### src/rtl/dv_uart_pkg.sv
// Shared definitions for the byte-stream UART transmitter: FSM encoding and frame shape.
package dv_uart_pkg;

    typedef enum logic [1:0] {
        ST_IDLE  = 2'd0,
        ST_START = 2'd1,
        ST_DATA  = 2'd2,
        ST_STOP  = 2'd3
    } state_t;

    localparam int DATA_BITS  = 8;
    localparam int FRAME_BITS = 10;

endpackage

### src/rtl/dv_byte_fifo.sv
// Small synchronous byte FIFO with registered occupancy; pushes at full and pops at empty are ignored.
module dv_byte_fifo #(
    parameter int FIFO_AW = 2
) (
    input  logic               sclk,
    input  logic               rst_n,
    input  logic               push,
    input  logic [7:0]         push_data,
    input  logic               pop,
    output logic [7:0]         pop_data,
    output logic [FIFO_AW:0]   level,
    output logic               full,
    output logic               empty
);

    localparam int DEPTH = 2 ** FIFO_AW;

    logic [7:0]         mem [DEPTH];
    logic [FIFO_AW-1:0] wr_ptr;
    logic [FIFO_AW-1:0] rd_ptr;
    logic               do_push;
    logic               do_pop;

    assign full     = (level == (FIFO_AW+1)'(DEPTH));
    assign empty    = (level == '0);
    assign do_push  = push && !full;
    assign do_pop   = pop && !empty;
    assign pop_data = mem[rd_ptr];

    // NOTE: non-blocking assignments for all clocked state so every register samples pre-edge values.
    always_ff @(posedge sclk or negedge rst_n) begin
        if (!rst_n) begin
            wr_ptr <= '0;
            rd_ptr <= '0;
            level  <= '0;
        end else begin
            if (do_push) wr_ptr <= wr_ptr + 1'b1;
            if (do_pop)  rd_ptr <= rd_ptr + 1'b1;
            case ({do_push, do_pop})
                2'b10:   level <= level + 1'b1;
                2'b01:   level <= level - 1'b1;
                default: level <= level;
            endcase
        end
    end

    // NOTE: storage is deliberately not reset; the pointers and level define which entries are valid.
    always_ff @(posedge sclk) begin
        if (do_push) mem[wr_ptr] <= push_data;
    end

endmodule

### src/rtl/dv_uart_tx.sv
// Buffers strobed bytes and serialises them as 8N1 frames at CLKS_PER_BIT sclk cycles per bit.
module dv_uart_tx
    import dv_uart_pkg::*;
#(
    parameter int CLKS_PER_BIT = 4,   // legal 2..65535
    parameter int FIFO_AW      = 2
) (
    input  logic               sclk,
    input  logic               rst_n,
    input  logic               i_dv,
    input  logic [7:0]         i_data,
    input  logic               i_ovf_clr,
    output logic               o_tx,
    output logic               o_busy,
    output logic               o_ovf,
    output logic [FIFO_AW:0]   o_level
);

    localparam int BAUD_W = $clog2(CLKS_PER_BIT);
    localparam logic [BAUD_W-1:0] BAUD_LAST = BAUD_W'(CLKS_PER_BIT - 1);
    localparam logic [2:0]        IDX_LAST  = 3'(DATA_BITS - 1);

    state_t             state, state_nxt;
    logic [BAUD_W-1:0]  baud, baud_nxt;
    logic [2:0]         idx, idx_nxt;
    logic [7:0]         shift, shift_nxt;
    logic               tx_nxt;
    logic               pop;
    logic               bit_done;
    logic [7:0]         head;
    logic               full;
    logic               empty;
    logic               push_ok;
    logic               drop;
    logic [FIFO_AW:0]   level_nxt;

    dv_byte_fifo #(.FIFO_AW(FIFO_AW)) u_fifo (
        .sclk      (sclk),
        .rst_n     (rst_n),
        .push      (i_dv),
        .push_data (i_data),
        .pop       (pop),
        .pop_data  (head),
        .level     (o_level),
        .full      (full),
        .empty     (empty)
    );

    assign push_ok  = i_dv && !full;
    assign drop     = i_dv && full;
    assign bit_done = (baud == BAUD_LAST);

    always_comb begin
        case ({push_ok, pop})
            2'b10:   level_nxt = o_level + 1'b1;
            2'b01:   level_nxt = o_level - 1'b1;
            default: level_nxt = o_level;
        endcase
    end

    // NOTE: every output of this block gets a default first, so no path can infer a latch.
    always_comb begin
        state_nxt = state;
        baud_nxt  = baud;
        idx_nxt   = idx;
        shift_nxt = shift;
        pop       = 1'b0;
        tx_nxt    = 1'b1;
        if (state != ST_IDLE) baud_nxt = bit_done ? '0 : baud + 1'b1;
        case (state)
            ST_IDLE: begin
                if (!empty) begin
                    pop       = 1'b1;
                    shift_nxt = head;
                    baud_nxt  = '0;
                    state_nxt = ST_START;
                end
            end
            ST_START: begin
                tx_nxt = 1'b0;
                if (bit_done) begin
                    state_nxt = ST_DATA;
                    idx_nxt   = '0;
                end
            end
            ST_DATA: begin
                tx_nxt = shift[0];
                if (bit_done) begin
                    shift_nxt = shift >> 1;
                    idx_nxt   = idx + 1'b1;
                    if (idx == IDX_LAST) state_nxt = ST_STOP;
                end
            end
            ST_STOP: begin
                if (bit_done) state_nxt = ST_IDLE;
            end
            default: state_nxt = ST_IDLE;
        endcase
    end

    // o_tx is driven from the current state, so the line lags the FSM by one cycle.
    always_ff @(posedge sclk or negedge rst_n) begin
        if (!rst_n) begin
            state  <= ST_IDLE;
            baud   <= '0;
            idx    <= '0;
            shift  <= '0;
            o_tx   <= 1'b1;
            o_busy <= 1'b0;
            o_ovf  <= 1'b0;
        end else begin
            state  <= state_nxt;
            baud   <= baud_nxt;
            idx    <= idx_nxt;
            shift  <= shift_nxt;
            o_tx   <= tx_nxt;
            o_busy <= (state_nxt != ST_IDLE) || (level_nxt != '0);
            if (drop)           o_ovf <= 1'b1;
            else if (i_ovf_clr) o_ovf <= 1'b0;
        end
    end

endmodule

### config.mk
export PLATFORM = sky130hd
export DESIGN_NAME = dv_uart_tx
export DESIGN_NICKNAME = d
export VERILOG_FILES = /design/src/rtl/dv_uart_pkg.sv /design/src/rtl/dv_byte_fifo.sv /design/src/rtl/dv_uart_tx.sv
export SDC_FILE = /design/constraint.sdc
export NUM_CORES = 1
export LEC_CHECK = 0
export ABC_AREA = 1
export BUFFER_PORTS_ARGS = -buffer_cell sky130_fd_sc_hd__buf_2
export CORE_MARGIN = 2
export CORE_UTILIZATION = 45
export DETAILED_ROUTE_END_ITERATION = 6
export HOLD_SLACK_MARGIN = 0.02
export PLACE_DENSITY = 0.64
export SLEW_MARGIN = 20
export SYNTH_ARGS = -nofsm -noshare
export SYNTH_HDL_FRONTEND = slang
export SYNTH_HIERARCHICAL = 1
export SYNTH_SLANG_ARGS = --single-unit
export TNS_END_PERCENT = 20
### constraint.sdc
create_clock -name sclk -period 2.8 [get_ports sclk]
set_input_delay 0.56 -clock sclk [delete_from_list [all_inputs] [get_ports sclk]]
set_output_delay 0.56 -clock sclk [all_outputs]
set_load 0.01 [all_outputs]
==> out/metrics.csv, run 1 <==
metric;value;unit
Avg Inst Size Synth;9.79;um^2
Hold/Removal Path Class;primary input to async pin;
drc violations;0;
Clock Root Buffer;clkbuf_8;
initial antenna violation count;0;
Post-Synth XOR/XNOR Area;0.318;%
DRT met1 WL;2.21;mm
hold buffer count at cts;0;
Remaining Overflow, GRT;0;
Power Density;1110;mW/mm^2
CP arrival;2450;ps
Static Leak;0.00148;uW
Final min period;2220;ps
Final nets;329;
Hold Vio Cnt, Final;0;
Tcrit/Tclk final;79.3;%
Hold Slack;217;ps
max cap viols;0;
Routed Antenna Nets;0;
die area;0.00676;mm^2
element type at the critical path end;flop;
CTS clk-pin slew, worst paths;70;ps
Post-Synth Adder-Cell Area;5.55;%
Slew Viols, Final;0;
mux share of post-synthesis cell area;0;%
post-synth cell types;25;
Core ar.;0.00592;mm^2
unrepaired setup endpoints after global routing;no;
Post-Synth Simple-Gate Area;16.4;%
largest net degree at the start of global routing;35;
Worst Max-Slew Pin Slew;803;ps
max layer used;met4;
number of antenna diodes;0;
vias per cell;4.70;
via count;1813;
CTS resizes;0;
met3 routed wirelength;169;um
width of the die;82.2;um
site row count;28;
Tot Pwr;3420;uW
outcome;finished, final reports clean;
Syn Nets;304;
vias in the first global route;1723;
ratio of cells with drive above 1 in the final layout;16.1;%
first-pass GRT wire length;7.65;mm
total I/O pin count;18;
async set-reset flop share out of synthesis;43.9;%
drt wl/cell;11.7;um
DR pass1 iterations;4;
Starting Density;46.5;%
Worst Setup Path Type;flop to flop;
clk_skew;7.41;ps
Cell Area, Synth;0.00275;mm^2
P&R area growth vs syn;12.6;%
largest family of logic cells by synthesized area;simple AND/OR/NAND/NOR gates;
ys flop type;edfxtp_1;
met2 WL;2.04;mm
Critical Path Fanout Max;6;
Max Clk Rate;451;MHz
GP Congestion;0.808;
Util after Layout;52.3;%
gr usage total;15.7;%
CTS Sinks;57;
CTS buffer count;9;
synth warn;6;
# Post-CTS Setup Buffers;0;
sequential fraction of the synthesis area;57.7;%
Max IR drop VDD;0.000459;V
Die H;82.2;um
EDFF count, synth;32;
Startpoint Class;flop;
setup TNS;0;ps
CTS tree;yes;
number of port buffers;17;
initial DRC count;50;
CP Data Required Time;3030;ps
final setup fails;0;
Total Routed Length;4.52;mm
relative slew slack;46.3;%
HPWL after DPL;3.10;mm
post-synthesis instance total;281;
Clock Latency Late Sink;340;ps
Compound-Gate Fraction of Synth Area;9.55;%
clock tree buffer depth;2;
Clock H-tree levels;3;
Yosys reg bits;57;
[layout by cell type, fill, tap and decap left out, drive strengths merged]
master,netlist,layout
a21oi,2,2
clkbuf,1,10
fa,2,2
buf,5,20
inv,58,58
clkinvlp,0,1
nand4,2,2
o211ai,16,16
dfstp,1,1
nand2,83,83
xnor2,1,1
ha,9,9
dfrtp,24,24
clkinv,1,4
bufinv,0,2
edfxtp,32,32
nor2,8,8
nand3,14,14
o21ai,22,22
[synth_stat cells, types with 2 or more instances]
master     n  area, um^2
nand2_1   79         297
dfrtp_1   24         601
nand4_1    2        12.5
nand2_2    3        18.8
fa_1       2        40.0
o21ai_1    2        10.0
nand3_2    2        20.0
a21oi_1    2        10.0
nand3_1   12        60.1
o211ai_1  16         120
inv_1     57         214
o21ai_2    6        52.6
edfxtp_1  32         961
buf_6      4        45.0
nor2_1     7        26.3
o21ai_0   14        70.1
ha_1       9         113
[worst paths after layout]
kind,startpoint,endpoint,slack (ps),cells after the start
min in group sclk,i_ovf_clr,o_ovf,420,2
hold reg to reg,idx[1],idx[1],500,2
setup reg to reg,u_fifo/level[2],u_fifo/level[2],580,15
hold / removal,rst_n,idx[0],220,1
max in group asynchronous,rst_n,o_ovf,2200,1
setup / recovery,u_fifo/level[2],u_fifo/level[2],580,15
[per-stage QoR]
| step | std cells | worst slack, ps | instance area (um^2) |
|---|---|---|---|
| after global routing | 386 | 320 | 3100 |
| after floorplan | 281 | 741 | 2750 |
| after CTS | 386 | 589 | 3100 |
| after detailed placement | 370 | 601 | 2890 |
| final | 386 | 581 | 3100 |
| after global placement | 370 | 692 | 2890 |
[sequential cells by signal, indices dropped and copies added (netlist names)]
name	count
baud	2
idx	3
o_busy	1
o_ovf	1
o_tx	1
shift	8
state	2
u_fifo/level	3
u_fifo/mem	32
u_fifo/rd_ptr	2
u_fifo/wr_ptr	2
[cells by family after synthesis]
logic type	after synthesis
flip-flops	57
buffers and inverters	65
XOR/XNOR	1
adder cells (fa/ha/maj)	11
AO/OA/AOI/OAI	40
AND/OR/NAND/NOR	107
[layout make-up]
| type | count | area, um^2 |
|---|---|---|
| inverter | 59 | 221 |
| clock buffer | 10 | 128 |
| fill | 534 | 2820 |
| timing repair buffer | 20 | 108 |
| tap | 75 | 93.8 |
| sequential | 57 | 1590 |
| clock inverter | 6 | 82.6 |
| multi-input combinational | 159 | 876 |
[layer usage]
metal / global-route usage (%) / vias up
met5: 0 / -
met4: 12.2 / 0
met3: 3.59 / 8
met2: 23.6 / 30
met1: 19.5 / 821
li1: - / 954
[power breakdown]
part           internal (uW)  switching [uW]  leakage, uW
combinational            467             831     0.000774
clock                    496             321     0.000106
sequential              1160             146     0.000599
total                   2120            1300      0.00148
[critical path: stages (launching register included)]
cell	delay (ps)
dfrtp_1	440
inv_1	90
nand3_1	150
inv_1	90
inv_1	70
nand2_2	90
inv_1	130
nand2_1	110
inv_1	70
ha_1	150
inv_1	60
fa_1	380
nand2_1	110
nand3_1	80
nand2_1	60
nand2_1	50
(Power assumes the default switching activity.)
==> inputs of run 2 (changes only) <==
- ABC_AREA: 1 -> 0
- clock period: 2.8 -> 2.2 ns (I/O delays scaled with it)
==> run 2 against run 1 <==
Compared with the run above:
- sequential share of layout area is 0.27 points higher
- combinational power increased by 28%
- largest cell class unchanged
- largest power group unchanged
- die area shrank 4.0%
- highest routed layer unchanged
- global-route usage decreased by 1.0 points
- area after synthesis down 4.2%
==> out/metrics.csv, run 2 <==
metric;value;unit
GP Congestion;0.731;
Clock H-tree levels;3;
Sw Share;30.5;%
sequential fraction of the synthesis area;60.2;%
CTS tree;yes;
flop2flop setup slack;90;ps
Total Routed Length;4.20;mm
max cap viols;0;
Most common cell on crit path;xor2_1;
mux share of post-synthesis cell area;15.7;%
max reg flops;32;
area leader, netlist;edfxtp_1;
Static Leak;0.00123;uW
largest net degree at the start of global routing;26;
total I/O pin count;18;
worst path bufs/invs;1;
Yosys reg bits;57;
register area;0.00159;mm^2
gr usage total;14.7;%
Slew Viols, Final;0;
post-synthesis instance total;166;
async set-reset flop share out of synthesis;43.9;%
Hold Vio Cnt, Final;0;
EDFF count, synth;32;
setup TNS;0;ps
Core ar.;0.00557;mm^2
Post-Synth Simple-Gate Area;7.97;%
HPWL after DPL;2.90;mm
relative slew slack;62.4;%
worst path cell trace;nor3_2, nor3_1, o31a_2, ha_1, inv_1, fa_1, xor2_1, nor2_1, xor2_1;
outcome;finished, final reports clean;
crit path max-delay cell type;dfrtp_2;
Clock Root Buffer;clkbuf_8;
Critical Path Fanout Max;6;
die area;0.00649;mm^2
Power Density;1490;mW/mm^2
Startpoint Class;flop;
largest register by flop count;u_fifo/mem;
Post-Synth Adder-Cell Area;5.79;%
Syn Nets;189;
site row count;27;
CP Depth;9;
clk_skew;7.29;ps
DR pass1 iterations;4;
Worst R2R Start;u_fifo/level[0];
Hold/Removal Path Class;primary input to async pin;
Remaining Overflow, GRT;0;
number of antenna diodes;0;
Compound-Gate Fraction of Synth Area;4.70;%
Util after Layout;55.4;%
hold buffer count at cts;0;
Synth top area share;36.4;%
ys flop type;edfxtp_1;
final setup fails;0;
initial antenna violation count;0;
R2R depth;9;
drc violations;0;
most frequent cells in the layout;edfxtp_1 (32), dfrtp_1 (21), buf_2 (17), inv_1 (12);
multi-input logic area;975;um^2
number of port buffers;17;
CP arrival;2350;ps
first-pass GRT wire length;6.89;mm
Internal Dissipation;3190;uW
CTS clk-pin slew, worst paths;70;ps
Avg Inst Size Synth;15.9;um^2
Top Family by Delay on Critical Path;adder cells;
sw power;1400;uW
ratio of cells with drive above 1 in the final layout;40.8;%
top post-synthesis cells by count;edfxtp_1 (32), dfrtp_1 (24), inv_1 (12);
width of the die;80.5;um
sequential share of power;38.2;%
Cell Area, Synth;0.00264;mm^2
crit-path max cell delay;440;ps
Final min period;2110;ps
CP Data Required Time;2450;ps
commonest non-fill, non-tap cell in the layout;edfxtp_1;
Clock Latency Late Sink;330;ps
biggest registers after layout;u_fifo/mem (32), shift (8);
largest family of logic cells by synthesized area;multiplexers;
synth warn;6;
element type at the critical path end;flop;
Worst R2R End;u_fifo/level[2];
P&R area growth vs syn;17.1;%
Starting Density;47.3;%
vias per cell;5.15;
CTS Sinks;57;
post-synth cell types;40;
Routed Antenna Nets;0;
Final nets;219;
Tcrit/Tclk final;95.8;%
CTS buffer count;9;
worst setup margin;92.0;ps
Worst Setup Path Type;flop to flop;
Die H;80.5;um
initial DRC count;50;
logic gate share of total power;36.1;%
largest cells by area after synthesis;edfxtp_1 (36%), dfrtp_1 (23%), mux4_2 (6.8%);
via count;1405;
Max IR drop VDD;0.000795;V
drt wl/cell;15.4;um
clock tree buffer depth;2;
vias in the first global route;1415;
Post-Synth XOR/XNOR Area;2.33;%
Place WS;59.6;ps
Max Clk Rate;474;MHz
Filler cells;458;
Worst Max-Slew Pin Slew;564;ps
most frequent cell after synthesis;edfxtp_1;
part of the power in the clock network;25.7;%
## run 2: changes by cell type after synthesis, moves of 6 or more
cell / before / now
nand2_1: 79 / 5
o21ai_2: 6 / 0
mux2_2: 0 / 7
inv_1: 57 / 12
nand3_1: 12 / 3
o21ai_0: 14 / 5
mux2_4: 0 / 9
mux4_2: 0 / 8
o211ai_1: 16 / 0
## run 2: stage by stage
stage / power, uW / hold slack (ps) / std cells / area [um^2]
2_1_floorplan: 3000 / 144 / 166 / 2640
3_3_place_gp: 3290 / 461 / 255 / 2820
3_5_place_dp: 3410 / 471 / 255 / 2820
4_1_cts: 4590 / 115 / 271 / 3060
5_1_grt: 4890 / 135 / 273 / 3090
6_report: 4590 / 98.5 / 273 / 3090
## run 2: logic make-up after synthesis
kind of cell / Yosys count
muxes: 26
xor gates and xnor gates: 7
and+or+nand+nor: 31
AOI/OAI and AO/OA: 16
DFF: 57
buffers and inverters: 18
adders and majority gates: 11
## run 2: area by class of cell
class                      instances  area share, %
sequential                        57           51.5
multi-input combinational         91           31.6
timing repair buffer              25           4.70
clock buffer                       9           4.01
clock inverter                     7           3.81
tap                               72           2.92
inverter                          12           1.46
## run 2: worst max-delay path by stage
stage / from / endpoint / slack, ps
floorplan: u_fifo/level[0] / o_busy / 20
global placement: u_fifo/level[0] / o_busy / 170
detailed placement: u_fifo/level[0] / o_busy / 60
CTS: u_fifo/level[0] / o_busy / 40
global route: u_fifo/level[0] / u_fifo/level[2] / -90
finish: u_fifo/level[0] / u_fifo/level[2] / 90
## run 2: what timing repair did
item,4_1_cts,5_1_grt
endpoints found under the setup margin,0,2
endpoints found under the hold margin,0,0
buffers inserted,0,2
resized for setup,0,5
## run 2: power groups by stage
stage	Sequential, uW	Combinational (uW)	Clock [uW]
after floorplan	1700	1290	0
after global placement	1730	1560	0
after detailed placement	1770	1640	0
after CTS	1750	1650	1190
after global routing	1800	1840	1250
final	1750	1660	1180
## run 2: metal layers
layer  up-vias  wire, um  part of all wire [%]  track usage (%)
met5         -         0                     0                0
met4         0        34                  0.81             4.58
met3         4       121                   2.9             6.07
met2        18      2130                    51             23.7
met1       720      1910                    45             18.0
li1        663         -                     -                -
==> inputs of run 3 (changes only) <==
==> constraint.sdc (replaced) <==
create_clock -name sclk -period 2.2 [get_ports sclk]
set_input_delay 0.22 -clock sclk [delete_from_list [all_inputs] [get_ports sclk]]
set_output_delay 0.22 -clock sclk [all_outputs]
set_load 0.01 [all_outputs]
==> run 3 against run 2 <==
Compared with the run above:
- global-route usage about the same
- register-to-register slack barely moved
- die area stayed put
- sequential share of layout area down 0.17 points
- final area up 0.32%
- setup slack got worse by 1.4 ps
- final cell count is 0.37% higher
- clock skew hardly changed
- power hardly changed
- critical path depth did not move
- core utilization rose by 0.18 points
- combinational power about the same
- largest power group unchanged
==> out/metrics.csv, run 3 (synthesis results as in run 2) <==
metric;value;unit
site row count;27;
max cap viols;0;
Critical Path Fanout Max;6;
HPWL after DPL;2.90;mm
Hold Vio Cnt, Final;0;
Hold/Removal Path Class;primary input to flop;
Final nets;220;
total I/O pin count;18;
Area after DPL;0.00282;mm^2
GP Congestion;0.731;
Clock Root Buffer;clkbuf_8;
Max Clk Rate;474;MHz
Max IR drop VDD;0.000795;V
largest register by flop count;u_fifo/mem;
number of port buffers;17;
P&R area growth vs syn;17.5;%
sw power;1400;uW
gr usage total;14.7;%
Tcrit/Tclk final;95.9;%
Setup crit start;u_fifo/level[0];
crit path max-delay cell type;dfrtp_2;
logic gate share of total power;36.2;%
multi-input logic area;975;um^2
Startpoint Class;flop;
worst path cell trace;nor3_2, nor3_1, o31a_2, ha_1, inv_1, fa_1, xor2_1, nor2_1, xor2_1;
CP Capture Point;u_fifo/level[2];
Most common cell on crit path;xor2_1;
Sw Share;30.6;%
DR pass1 iterations;4;
Clock Latency Late Sink;330;ps
Final min period;2110;ps
Static Leak;0.00124;uW
most frequent cells in the layout;edfxtp_1 (32), dfrtp_1 (21), buf_2 (17), inv_1 (12);
first-pass GRT wire length;6.89;mm
vias per cell;5.16;
sequential share of power;38.1;%
Clock H-tree levels;3;
Starting Density;47.3;%
CP Data Required Time;2450;ps
width of the die;80.5;um
post-route cell area;0.00310;mm^2
crit-path max cell delay;440;ps
CTS Sinks;57;
CTS tree;yes;
Power Density;1480;mW/mm^2
final setup fails;0;
clk_skew;7.36;ps
R2R depth;9;
element type at the critical path end;flop;
Core ar.;0.00557;mm^2
via count;1415;
max reg flops;32;
initial antenna violation count;0;
biggest registers after layout;u_fifo/mem (32), shift (8);
Internal Dissipation;3190;uW
register area;0.00159;mm^2
Remaining Overflow, GRT;0;
Routed Antenna Nets;0;
vias in the first global route;1419;
CP arrival;2360;ps
clock tree buffer depth;2;
drt wl/cell;15.4;um
Worst Max-Slew Pin Slew;574;ps
relative slew slack;61.7;%
die area;0.00649;mm^2
Worst R2R Start;u_fifo/level[0];
initial DRC count;42;
ratio of cells with drive above 1 in the final layout;40.6;%
CTS buffer count;9;
Tot Pwr;4590;uW
Total Routed Length;4.22;mm
Filler cells;457;
outcome;finished, final reports clean;
commonest non-fill, non-tap cell in the layout;edfxtp_1;
Worst Setup Path Type;flop to flop;
Slew Viols, Final;0;
setup TNS;0;ps
Die H;80.5;um
drc violations;0;
part of the power in the clock network;25.7;%
flop2flop setup slack;90;ps
CTS clk-pin slew, worst paths;70;ps
largest net degree at the start of global routing;26;
number of antenna diodes;0;
Worst R2R End;u_fifo/level[2];
==> run 3: final cells by class <==
class                      count  share of cell area [%]
clock buffer                   9                    4.00
clock inverter                 7                    3.80
inverter                      12                    1.45
multi-input combinational     91                    31.5
sequential                    57                    51.4
tap                           72                    2.91
timing repair buffer          26                    5.01
==> run 3: layer usage <==
| metal | global-route usage [%] | wire [um] | vias to the layer above |
|---|---|---|---|
| met2 | 23.7 | 2150 | 21 |
| met4 | 4.58 | 34 | 0 |
| met3 | 6.07 | 126 | 4 |
| met1 | 18.0 | 1920 | 724 |
| li1 | - | - | 666 |
| met5 | 0 | 0 | - |
==> run 3: how the worst min path moves through the flow <==
stage | depth (start not counted) | slack, ps | from | endpoint
after floorplan | 0 | -80 | rst_n | baud[0]
after global placement | 1 | 240 | rst_n | baud[0]
after detailed placement | 1 | 250 | rst_n | baud[0]
after CTS | 2 | 70 | i_ovf_clr | o_ovf
after global routing | 1 | 90 | i_data[5] | u_fifo/mem[2][5]
final | 2 | 80 | i_ovf_clr | o_ovf
==> run 3: critical path: cells and delay by family (launching register included) <==
family	cells	cell delay (ps)
XOR/XNOR	2	310
AO/OA/AOI/OAI	1	240
flip-flops	1	440
buffers and inverters	1	60
AND/OR/NAND/NOR	3	430
adder cells (fa/ha/maj)	2	550
==> run 3: power by group through the flow <==
stage	Combinational, uW	Clock, uW	Sequential (uW)
floorplan	1290	0	1700
finish	1660	1180	1750
CTS	1650	1190	1750
detailed placement	1640	0	1770
global route	1840	1250	1800
global placement	1560	0	1730
==> run 3: repair_timing <==
| item | 4_1_cts | 5_1_grt |
|---|---|---|
| hold buffers | 1 | 0 |
| buffers inserted | 0 | 2 |
| resized for setup | 0 | 5 |
| endpoints found under the hold margin | 24 | 0 |
| endpoints found under the setup margin | 0 | 2 |
==> run 3: stage by stage <==
stage	util [%]	setup WS (ps)	hold slack, ps	std cells
after floorplan	-	23.5	-75.6	166
after global placement	50.5	166	241	255
after detailed placement	50.5	59.6	251	255
after CTS	55.0	37.3	71.5	272
after global routing	55.6	-86.6	89.4	274
final	55.6	90.6	77.4	274
